### src/rtl/mem_stage_pkg.sv
// Shared pipeline definitions for the EXE -> MEM -> WB stage boundary.
// Holds bus widths, field offsets of both inter-stage buses, the one-hot
// load-op bit indices and the MEM data-response FSM encoding.
package mem_stage_pkg;

  localparam int DATA_W  = 32;
  localparam int CSR_W   = 34;
  localparam int DEST_W  = 5;
  localparam int LD_OP_W = 5;

  localparam int ES_TO_MS_BUS_W = 110;
  localparam int MS_TO_WS_BUS_W = 104;

  // es_to_ms_bus = {csr_data, ld_op, res_from_mem, gr_we, dest, result, pc}
  localparam int ES_PC_LSB           = 0;
  localparam int ES_RESULT_LSB       = 32;
  localparam int ES_DEST_LSB         = 64;
  localparam int ES_GR_WE_BIT        = 69;
  localparam int ES_RES_FROM_MEM_BIT = 70;
  localparam int ES_LD_OP_LSB        = 71;
  localparam int ES_CSR_LSB          = 76;

  // ms_to_ws_bus = {csr_data, gr_we, dest, final_result, pc}
  localparam int MS_PC_LSB     = 0;
  localparam int MS_RESULT_LSB = 32;
  localparam int MS_DEST_LSB   = 64;
  localparam int MS_GR_WE_BIT  = 69;
  localparam int MS_CSR_LSB    = 70;

  // ld_op one-hot = {ld_b, ld_bu, ld_h, ld_hu, ld_w}
  localparam int LD_W_BIT  = 0;
  localparam int LD_HU_BIT = 1;
  localparam int LD_H_BIT  = 2;
  localparam int LD_BU_BIT = 3;
  localparam int LD_B_BIT  = 4;

  // Data-SRAM response tracking in MEM
  typedef enum logic [1:0] {
    RSP_IDLE = 2'd0,  // no request pending
    RSP_WAIT = 2'd1,  // awaiting data_ok
    RSP_HOLD = 2'd2   // response captured, WB stalled
  } rsp_state_t;

endpackage

### src/rtl/mem_stage_load_align.sv
// load_align: combinational load data extraction and extension.
// Ports:
//   ld_op   - one-hot {ld_b, ld_bu, ld_h, ld_hu, ld_w}
//   addr_lo - low two address bits, selects byte / halfword lane
//   rdata   - raw 32-bit word from the data SRAM
//   data    - aligned, sign- or zero-extended load value
module load_align
  import mem_stage_pkg::*;
(
  input  logic [LD_OP_W-1:0] ld_op,
  input  logic [1:0]         addr_lo,
  input  logic [DATA_W-1:0]  rdata,
  output logic [DATA_W-1:0]  data
);

  logic signed [7:0]        byte_sel;
  logic signed [15:0]       half_sel;
  logic signed [DATA_W-1:0] byte_sx;
  logic signed [DATA_W-1:0] half_sx;
  logic        [DATA_W-1:0] byte_zx;
  logic        [DATA_W-1:0] half_zx;

  always_comb begin
    byte_sel = rdata[7:0];
    case (addr_lo)
      2'd0:    byte_sel = rdata[7:0];
      2'd1:    byte_sel = rdata[15:8];
      2'd2:    byte_sel = rdata[23:16];
      default: byte_sel = rdata[31:24];
    endcase
  end

  assign half_sel = addr_lo[1] ? rdata[31:16] : rdata[15:0];

  assign byte_sx = {{(DATA_W-8){byte_sel[7]}}, byte_sel};
  assign half_sx = {{(DATA_W-16){half_sel[15]}}, half_sel};
  assign byte_zx = {{(DATA_W-8){1'b0}}, byte_sel};
  assign half_zx = {{(DATA_W-16){1'b0}}, half_sel};

  // ld_w (and a non-load op) pass the word through untouched
  always_comb begin
    data = rdata;
    if (ld_op[LD_B_BIT])       data = byte_sx;
    else if (ld_op[LD_BU_BIT]) data = byte_zx;
    else if (ld_op[LD_H_BIT])  data = half_sx;
    else if (ld_op[LD_HU_BIT]) data = half_zx;
    else if (ld_op[LD_W_BIT])  data = rdata;
  end

endmodule

### src/rtl/mem_stage.sv
// mem_stage: MEM pipeline stage with data-SRAM response tracking.
// Ports:
//   clk, reset                - clock, synchronous active-high reset
//   ws_allowin / ms_allowin   - WB can accept / MEM can accept
//   es_to_ms_valid, _bus      - instruction from EXE (110-bit bus)
//   es_mem_req                - incoming instruction has a data-SRAM request
//   data_sram_data_ok, _rdata - data-SRAM response strobe and read data
//   ms_to_ws_valid, _bus      - instruction to WB (104-bit bus)
//   ms_fwd_*                  - forwarding valid/dest/data and load-use stall
//   wb_ex                     - exception/ertn flush from WB
module mem_stage
  import mem_stage_pkg::*;
(
  input  logic                      clk,
  input  logic                      reset,
  input  logic                      ws_allowin,
  output logic                      ms_allowin,
  input  logic                      es_to_ms_valid,
  input  logic [ES_TO_MS_BUS_W-1:0] es_to_ms_bus,
  input  logic                      es_mem_req,
  input  logic                      data_sram_data_ok,
  input  logic [DATA_W-1:0]         data_sram_rdata,
  output logic                      ms_to_ws_valid,
  output logic [MS_TO_WS_BUS_W-1:0] ms_to_ws_bus,
  output logic                      ms_fwd_valid,
  output logic [DEST_W-1:0]         ms_fwd_dest,
  output logic [DATA_W-1:0]         ms_fwd_data,
  output logic                      ms_fwd_stall,
  input  logic                      wb_ex
);

  logic                      ms_valid;
  logic [ES_TO_MS_BUS_W-1:0] ms_bus;
  logic                      ms_ready_go;
  logic                      load_bus;
  logic                      accept;
  logic                      mem_accept;

  rsp_state_t                state;
  rsp_state_t                state_nxt;
  logic [1:0]                discard_cnt;
  logic [1:0]                discard_nxt;
  logic                      discard;
  logic                      discard_set;
  logic                      discard_clr;
  logic                      own_ok;
  logic [DATA_W-1:0]         cap_data;
  logic [DATA_W-1:0]         mem_rdata;
  logic [DATA_W-1:0]         ld_data;

  logic [CSR_W-1:0]          ms_csr_data;
  logic [LD_OP_W-1:0]        ms_ld_op;
  logic                      ms_res_from_mem;
  logic                      ms_gr_we;
  logic [DEST_W-1:0]         ms_dest;
  logic [DATA_W-1:0]         ms_result;
  logic [DATA_W-1:0]         ms_pc;
  logic [DATA_W-1:0]         final_result;

  // ---- Stage boundary: EXE -> MEM register ----
  assign load_bus   = es_to_ms_valid & ms_allowin;
  // A flush from WB also kills whatever EXE is offering this cycle
  assign accept     = load_bus & ~wb_ex;
  assign mem_accept = accept & es_mem_req;

  always_ff @(posedge clk) begin
    if (reset)           ms_valid <= 1'b0;
    else if (wb_ex)      ms_valid <= 1'b0;
    else if (ms_allowin) ms_valid <= es_to_ms_valid;
  end

  always_ff @(posedge clk) begin
    if (load_bus) ms_bus <= es_to_ms_bus;
  end

  assign ms_csr_data     = ms_bus[ES_CSR_LSB +: CSR_W];
  assign ms_ld_op        = ms_bus[ES_LD_OP_LSB +: LD_OP_W];
  assign ms_res_from_mem = ms_bus[ES_RES_FROM_MEM_BIT];
  assign ms_gr_we        = ms_bus[ES_GR_WE_BIT];
  assign ms_dest         = ms_bus[ES_DEST_LSB +: DEST_W];
  assign ms_result       = ms_bus[ES_RESULT_LSB +: DATA_W];
  assign ms_pc           = ms_bus[ES_PC_LSB +: DATA_W];

  // Responses owed to flushed instructions arrive first and must be
  // swallowed before the current instruction's data_ok is believed.
  assign discard     = (discard_cnt != 2'd0);
  assign own_ok      = data_sram_data_ok & ~discard;
  assign discard_set = (state == RSP_WAIT) & wb_ex & ~own_ok;
  assign discard_clr = data_sram_data_ok & discard;

  always_comb begin
    discard_nxt = discard_cnt;
    if (discard_set && !discard_clr)      discard_nxt = discard_cnt + 2'd1;
    else if (!discard_set && discard_clr) discard_nxt = discard_cnt - 2'd1;
  end

  always_ff @(posedge clk) begin
    if (reset) discard_cnt <= 2'd0;
    else       discard_cnt <= discard_nxt;
  end

  always_ff @(posedge clk) begin
    if (reset) state <= RSP_IDLE;
    else       state <= state_nxt;
  end

  // Leaving WAIT/HOLD and accepting the next memory op share one edge
  always_comb begin
    state_nxt = state;
    case (state)
      RSP_IDLE: begin
        if (mem_accept) state_nxt = RSP_WAIT;
      end
      RSP_WAIT: begin
        if (wb_ex)              state_nxt = RSP_IDLE;
        else if (own_ok) begin
          if (!ws_allowin)      state_nxt = RSP_HOLD;
          else if (mem_accept)  state_nxt = RSP_WAIT;
          else                  state_nxt = RSP_IDLE;
        end
      end
      RSP_HOLD: begin
        if (wb_ex)              state_nxt = RSP_IDLE;
        else if (ws_allowin)    state_nxt = mem_accept ? RSP_WAIT : RSP_IDLE;
      end
      default:                  state_nxt = RSP_IDLE;
    endcase
  end

  always_ff @(posedge clk) begin
    if (reset)                              cap_data <= '0;
    else if ((state == RSP_WAIT) && own_ok) cap_data <= data_sram_rdata;
  end

  always_comb begin
    ms_ready_go = 1'b1;
    if (state == RSP_WAIT) ms_ready_go = own_ok;
  end

  assign ms_allowin     = ~ms_valid | (ms_ready_go & ws_allowin);
  assign ms_to_ws_valid = ms_valid & ms_ready_go & ~wb_ex;

  // ---- Stage boundary: MEM result -> WB bus ----
  assign mem_rdata = (state == RSP_HOLD) ? cap_data : data_sram_rdata;

  load_align u_load_align (
    .ld_op   (ms_ld_op),
    .addr_lo (ms_result[1:0]),
    .rdata   (mem_rdata),
    .data    (ld_data)
  );

  assign final_result = ms_res_from_mem ? ld_data : ms_result;

  always_comb begin
    ms_to_ws_bus                               = '0;
    ms_to_ws_bus[MS_CSR_LSB +: CSR_W]          = ms_csr_data;
    ms_to_ws_bus[MS_GR_WE_BIT]                 = ms_gr_we;
    ms_to_ws_bus[MS_DEST_LSB +: DEST_W]        = ms_dest;
    ms_to_ws_bus[MS_RESULT_LSB +: DATA_W]      = final_result;
    ms_to_ws_bus[MS_PC_LSB +: DATA_W]          = ms_pc;
  end

  assign ms_fwd_valid = ms_valid & ms_gr_we & (ms_dest != '0);
  assign ms_fwd_dest  = ms_dest;
  assign ms_fwd_data  = final_result;
  assign ms_fwd_stall = ms_fwd_valid & ms_res_from_mem & ~ms_ready_go;

endmodule

### config.mk
export PLATFORM = sky130hd
export DESIGN_NAME = mem_stage
export DESIGN_NICKNAME = d
export VERILOG_FILES = /design/src/rtl/mem_stage_pkg.sv /design/src/rtl/mem_stage_load_align.sv /design/src/rtl/mem_stage.sv
export SDC_FILE = /design/constraint.sdc
export NUM_CORES = 1
export LEC_CHECK = 0
export BUFFER_PORTS_ARGS = -buffer_cell sky130_fd_sc_hd__buf_2
export CORE_MARGIN = 5
export CORE_UTILIZATION = 50
export DETAILED_ROUTE_END_ITERATION = 16
export PLACE_DENSITY = 0.85
export SETUP_SLACK_MARGIN = 0.1
export SLEW_MARGIN = 20
export SYNTH_ARGS = -nofsm -noshare
export SYNTH_HDL_FRONTEND = slang
export SYNTH_HIERARCHICAL = 1
export SYNTH_SLANG_ARGS = --single-unit
### constraint.sdc
create_clock -name clk -period 8.9 [get_ports clk]
set_clock_uncertainty 0.05 [all_clocks]
set_input_delay 1.78 -clock clk [delete_from_list [all_inputs] [get_ports clk]]
set_output_delay 1.78 -clock clk [all_outputs]
set_load 0.1 [all_outputs]
After elaboration in Yosys (flattened, before gate mapping) --
Cells that the tools add are included.
Operators by class: add/sub/neg operators 2, mux-type cells 19, bitwise logic cells 20, reduce and logical (&&, ||, !) cells 12, eq/ne operators 7
Operators with widths (count):
- 2-to-1 mux 32 bit | 6
- case mux 8 bit (3 select lines) | 1
- 2-to-1 mux 16 bit | 1
- 2-to-1 mux 2 bit | 8
- AND 1 bit | 14
- inequality test 3 bit (second input constant) | 2
- case mux 2 bit (3 select lines) | 1
- inverter 1 bit | 5
- nonzero test 5 bit | 1
- equality test 2 x 1 -> 1 bit (second input constant) | 2
- equality test 2 bit (second input constant) | 2
- logical NOT 2 bit | 2
- nonzero test 2 bit | 2
- logical AND 1 bit | 3
- AND reduction 3 bit | 1
- adder 2 x 1 -> 2 bit (second input constant) | 1
- logical NOT 1 bit | 2
- 2-to-1 mux 1 bit | 2
- inequality test 2 bit (second input constant) | 1
- OR reduction 2 bit | 1
- subtractor 2 x 1 -> 2 bit (second input constant) | 1
- bitwise OR 1 bit | 1
Storage, ports and cells: input port bits 149, logic and storage cells 65, bits in registers 147

Logic depth before layout (Yosys ltp) --
depth in word-level cells 14, mapped depth 11, gate-level depth less buffers 7

Hierarchy --
The synthesis kept the hierarchy.
By module, submodules not included:
- mem_stage | seq. area each 4043.9 um^2, times used 1, cells an instance 537, area an instance 6344.8 um^2
- load_align | seq. area each 0.0 um^2, times used 1, cells an instance 124, area an instance 713.2 um^2

Worst setup path after synthesis --
Ideal clock, no wire load.
kind input -> register, start point in data_sram_data_ok, end point reg ms_bus[0], enable pin, arrival 6.204 ns, path slack 2.166 ns, cell stages on the path 4, path through nor3b_2 -> nor3b_2 -> o21ai_1 -> and2_1
On the way: word-level cells in the longest chain between the ends 5
Ends and longest elaborated chain:
- from (decl) | RTL line mem_stage.sv:21 | input logic data_sram_data_ok,
- AND 1 bit | RTL line mem_stage.sv:87 | assign own_ok = data_sram_data_ok & ~discard;
- 2-to-1 mux 1 bit | RTL line mem_stage.sv:137 | if (state == RSP_WAIT) ms_ready_go = own_ok;
- AND 1 bit | RTL line mem_stage.sv:140 | assign ms_allowin = ~ms_valid | (ms_ready_go & ws_allowin);
- bitwise OR 1 bit | RTL line mem_stage.sv:140
- named net ms_allowin | RTL line mem_stage.sv:17 | output logic ms_allowin,
- AND 1 bit | RTL line mem_stage.sv:61 | assign load_bus = es_to_ms_valid & ms_allowin;
- to (signal assigned) | RTL line mem_stage.sv:73 | if (load_bus) ms_bus <= es_to_ms_bus;
- to (decl) | RTL line mem_stage.sv:33 | logic [ES_TO_MS_BUS_W-1:0] ms_bus;
The timed path passes the listed nets, and every way through them passes these cells. A chain may end at the register's enable or synchronous reset.

Worst setup path after layout --
start point in data_sram_rdata[23], end point out ms_fwd_data[13]
On the way: word-level cells in the longest chain between the ends 4
Ends and longest elaborated chain:
- from (decl) | RTL line mem_stage.sv:22 | input logic [DATA_W-1:0] data_sram_rdata,
- 2-to-1 mux 32 bit | RTL line mem_stage.sv:144 | assign mem_rdata = (state == RSP_HOLD) ? cap_data : data_sram_rdata;
- named net mem_rdata[23] | RTL line mem_stage.sv:48 | logic [DATA_W-1:0] mem_rdata;
- case mux 8 bit (3 select lines) | RTL line mem_stage_load_align.sv:25 | case (addr_lo)
- 2-to-1 mux 32 bit | RTL line mem_stage_load_align.sv:43 | if (ld_op[LD_B_BIT]) data = byte_sx;
- named net ld_data[13] | RTL line mem_stage.sv:49 | logic [DATA_W-1:0] ld_data;
- 2-to-1 mux 32 bit | RTL line mem_stage.sv:153 | assign final_result = ms_res_from_mem ? ld_data : ms_result;
- to (decl) | RTL line mem_stage.sv:27 | output logic [DATA_W-1:0] ms_fwd_data,
The timed path passes the listed nets, and every way through them passes these cells.

==> impl_metrics.csv <==
group,metric,value,unit
sta,fmax,174,MHz
power,p_sw_share,37.8,%
sta,max-slew-margin-rel,45.6,%
clock_tree,cts_made_buffers,17,
worst_setup_path,cpPeakStageDelay,0.67,ns
worst_setup_path,cp_slowest_cell,"a22oi_1",
status,outcome,"finished clean",
global_routing,grt_pass1_wl,27.0,mm
layout,drive_gt1_share,45.5,%
die,fp.dieArea,0.0165,mm²
yosys,syn_area_per_cell,10.6,µm²
clock_tree,cts_tree,"built",
sta,fin_crit_sh,64.6,%
worst_setup_path,criticalPathCategory,"in2out",
yosys,syn-num-nets,810,
power,pwr-share-comb,28.4,%
layout,fill_cells,1127,
clock_tree,cts_sinks,146,
route,ant_nets,0,
worst_setup_path,crit_path_end_kind,"output pin",
sta,rsz0062_at_grt,"no",
power,p_int,1.32,mW
global_routing,grt_pass1_vias,5176,
worst_setup_path,cp-start-kind,"primary input",
die,initial_core_util,50.8,%
die,fp-row-count,43,
sta,drv_slew,0,
clock_tree,cts-htree-levels,4,
power,seqPwrFrac,37.2,%
layout,area_growth,19.9,%
die,dieWidth,129,µm
clock_tree,postCtsSetupBuffers,0,
job,drv_cap,0,
sta,period_needed,5.75,ns
worst_setup_path,path_cells,"buf_2 > nand2_1 > nand2_1 > mux2_4 > a22oi_1 > nand3_1 > mux2_2 > buf_2",
die,dieHeight,129,µm
power,vdd_drop_max,0.174,mV
clock_tree,clk_latency,0.42,ns
route,drt_pass1_iterations,5,
sta,tns,0,ns
die,io_pins,294,
sta,setup_violations,0,
clock_tree,cts_root_buf,"clkbuf_16",
clock_tree,cts_resized,0,
clock_tree,cts_hold_buf,0,
route,drt_wl_total,18.6,mm
global_routing,overflow,0,
route,drc,0,
worst_setup_path,crit_fanout,8,
global_routing,grt_max_degree,63,
yosys,syn-cell-area,0.00703,mm²
power,power.leakage,3.72,nW
power,total_power,2.12,mW
global_routing,grt_use_total,21.8,%
route,vias_per_cell,5.12,
route,wire_per_inst,18.0,µm
layout,layout_common_cells,"buf_2 (292), nand2_1 (208), edfxtp_1 (109), mux2_2 (48), dfxtp_1 (37)",
power,clock_power_share,34.4,%
route,vias,5297,
hold_path,hp-class,"reg2reg",
placement,hpwl,13.9,mm
power,powerDensity,251,mW/mm²
clock_tree,cts_buffer_depth,2,
layout,final_common_cell,"buf_2",
worst_setup_path,cp_num_buf_inv,2,
worst_setup_path,cp.arrival,3.92,ns
sta,tightest_slew,0.815,ns
global_routing,antenna_found_initial,5,
placement,port_buffers,292,
yosys,yosys_warnings,6,
worst_setup_path,worstPathRequired,7.07,ns
clock_tree,clk_pin_slew_worst_paths,0.06,ns
layout,nNetsFinal,990,
route,drt_iter0_drc,418,
die,core_area,0.0138,mm²
sta,report.final.hold_viol_count,0,
power,power.switching,800,µW
yosys,netlist_instances,660,
placement,place.gp.congestion,0.874,
worst_setup_path,crit_family,"compound AO/OA/AOI/OAI gates",
metrics by stage:
step	cell area, µm²	hold WS (ns)	setup WS, ns	cells	utilization, %
floorplan	7030	0.387	2.19	660	-
global route	8430	0.422	3.08	1035	60.9
global placement	7810	0.391	3.21	1001	56.5
finish	8430	0.406	3.15	1035	60.9
detailed placement	7810	0.397	3.20	1001	56.5
CTS	8420	0.405	3.20	1033	60.9
per-layer routing:
layer | vias up | GRT usage (%) | part of all wire (%)
li1 | 2509 | - | -
met2 | 260 | 37.3 | 52
met1 | 2476 | 24.5 | 36
met5 | - | 0 | 0.18
met4 | 6 | 10.3 | 2.8
met3 | 46 | 7.22 | 9.7
worst min-delay path: stages (launching register included):
cell	delay (ns)
dfxtp_1	0.31
nand2_1	0.05
a21oi_1	0.05
worst paths after layout:
check	from	slack, ns	cells past startpoint	endpoint
worst min register to register	cap_data[27]	0.41	2	cap_data[27]
worst min-delay path	cap_data[27]	0.41	2	cap_data[27]
worst max register to register	discard_cnt[0]	6.13	5	ms_bus[86]
worst max-delay path	data_sram_rdata[23]	3.15	8	ms_fwd_data[13]
state kept, by name, summed over array words and instances (netlist names):
signal,flops
ms_bus,109
state,2
ms_valid,1
cap_data,32
discard_cnt,2
area by class of cell:
cell class                 instances  area (µm²)  share of cell area, %
tap                              180         225                   2.67
inverter                           3        11.3                  0.134
antenna                            2        5.00                 0.0594
sequential                       146        4010                   47.6
timing repair buffer             301        1530                   18.1
clock buffer                      18         429                   5.09
multi-input combinational        371        2040                   24.2
clock inverter                    14         176                   2.09
power by group through the flow:
stage          clock (mW)  sequential, mW  combinational (mW)
3_5_place_dp            0           0.801               0.603
6_report            0.728           0.787               0.602
4_1_cts             0.742           0.787               0.604
2_1_floorplan           0           0.799               0.542
3_3_place_gp            0           0.799               0.598
5_1_grt             0.778           0.790               0.621
Note: power is estimated with default switching activity, not from simulation.
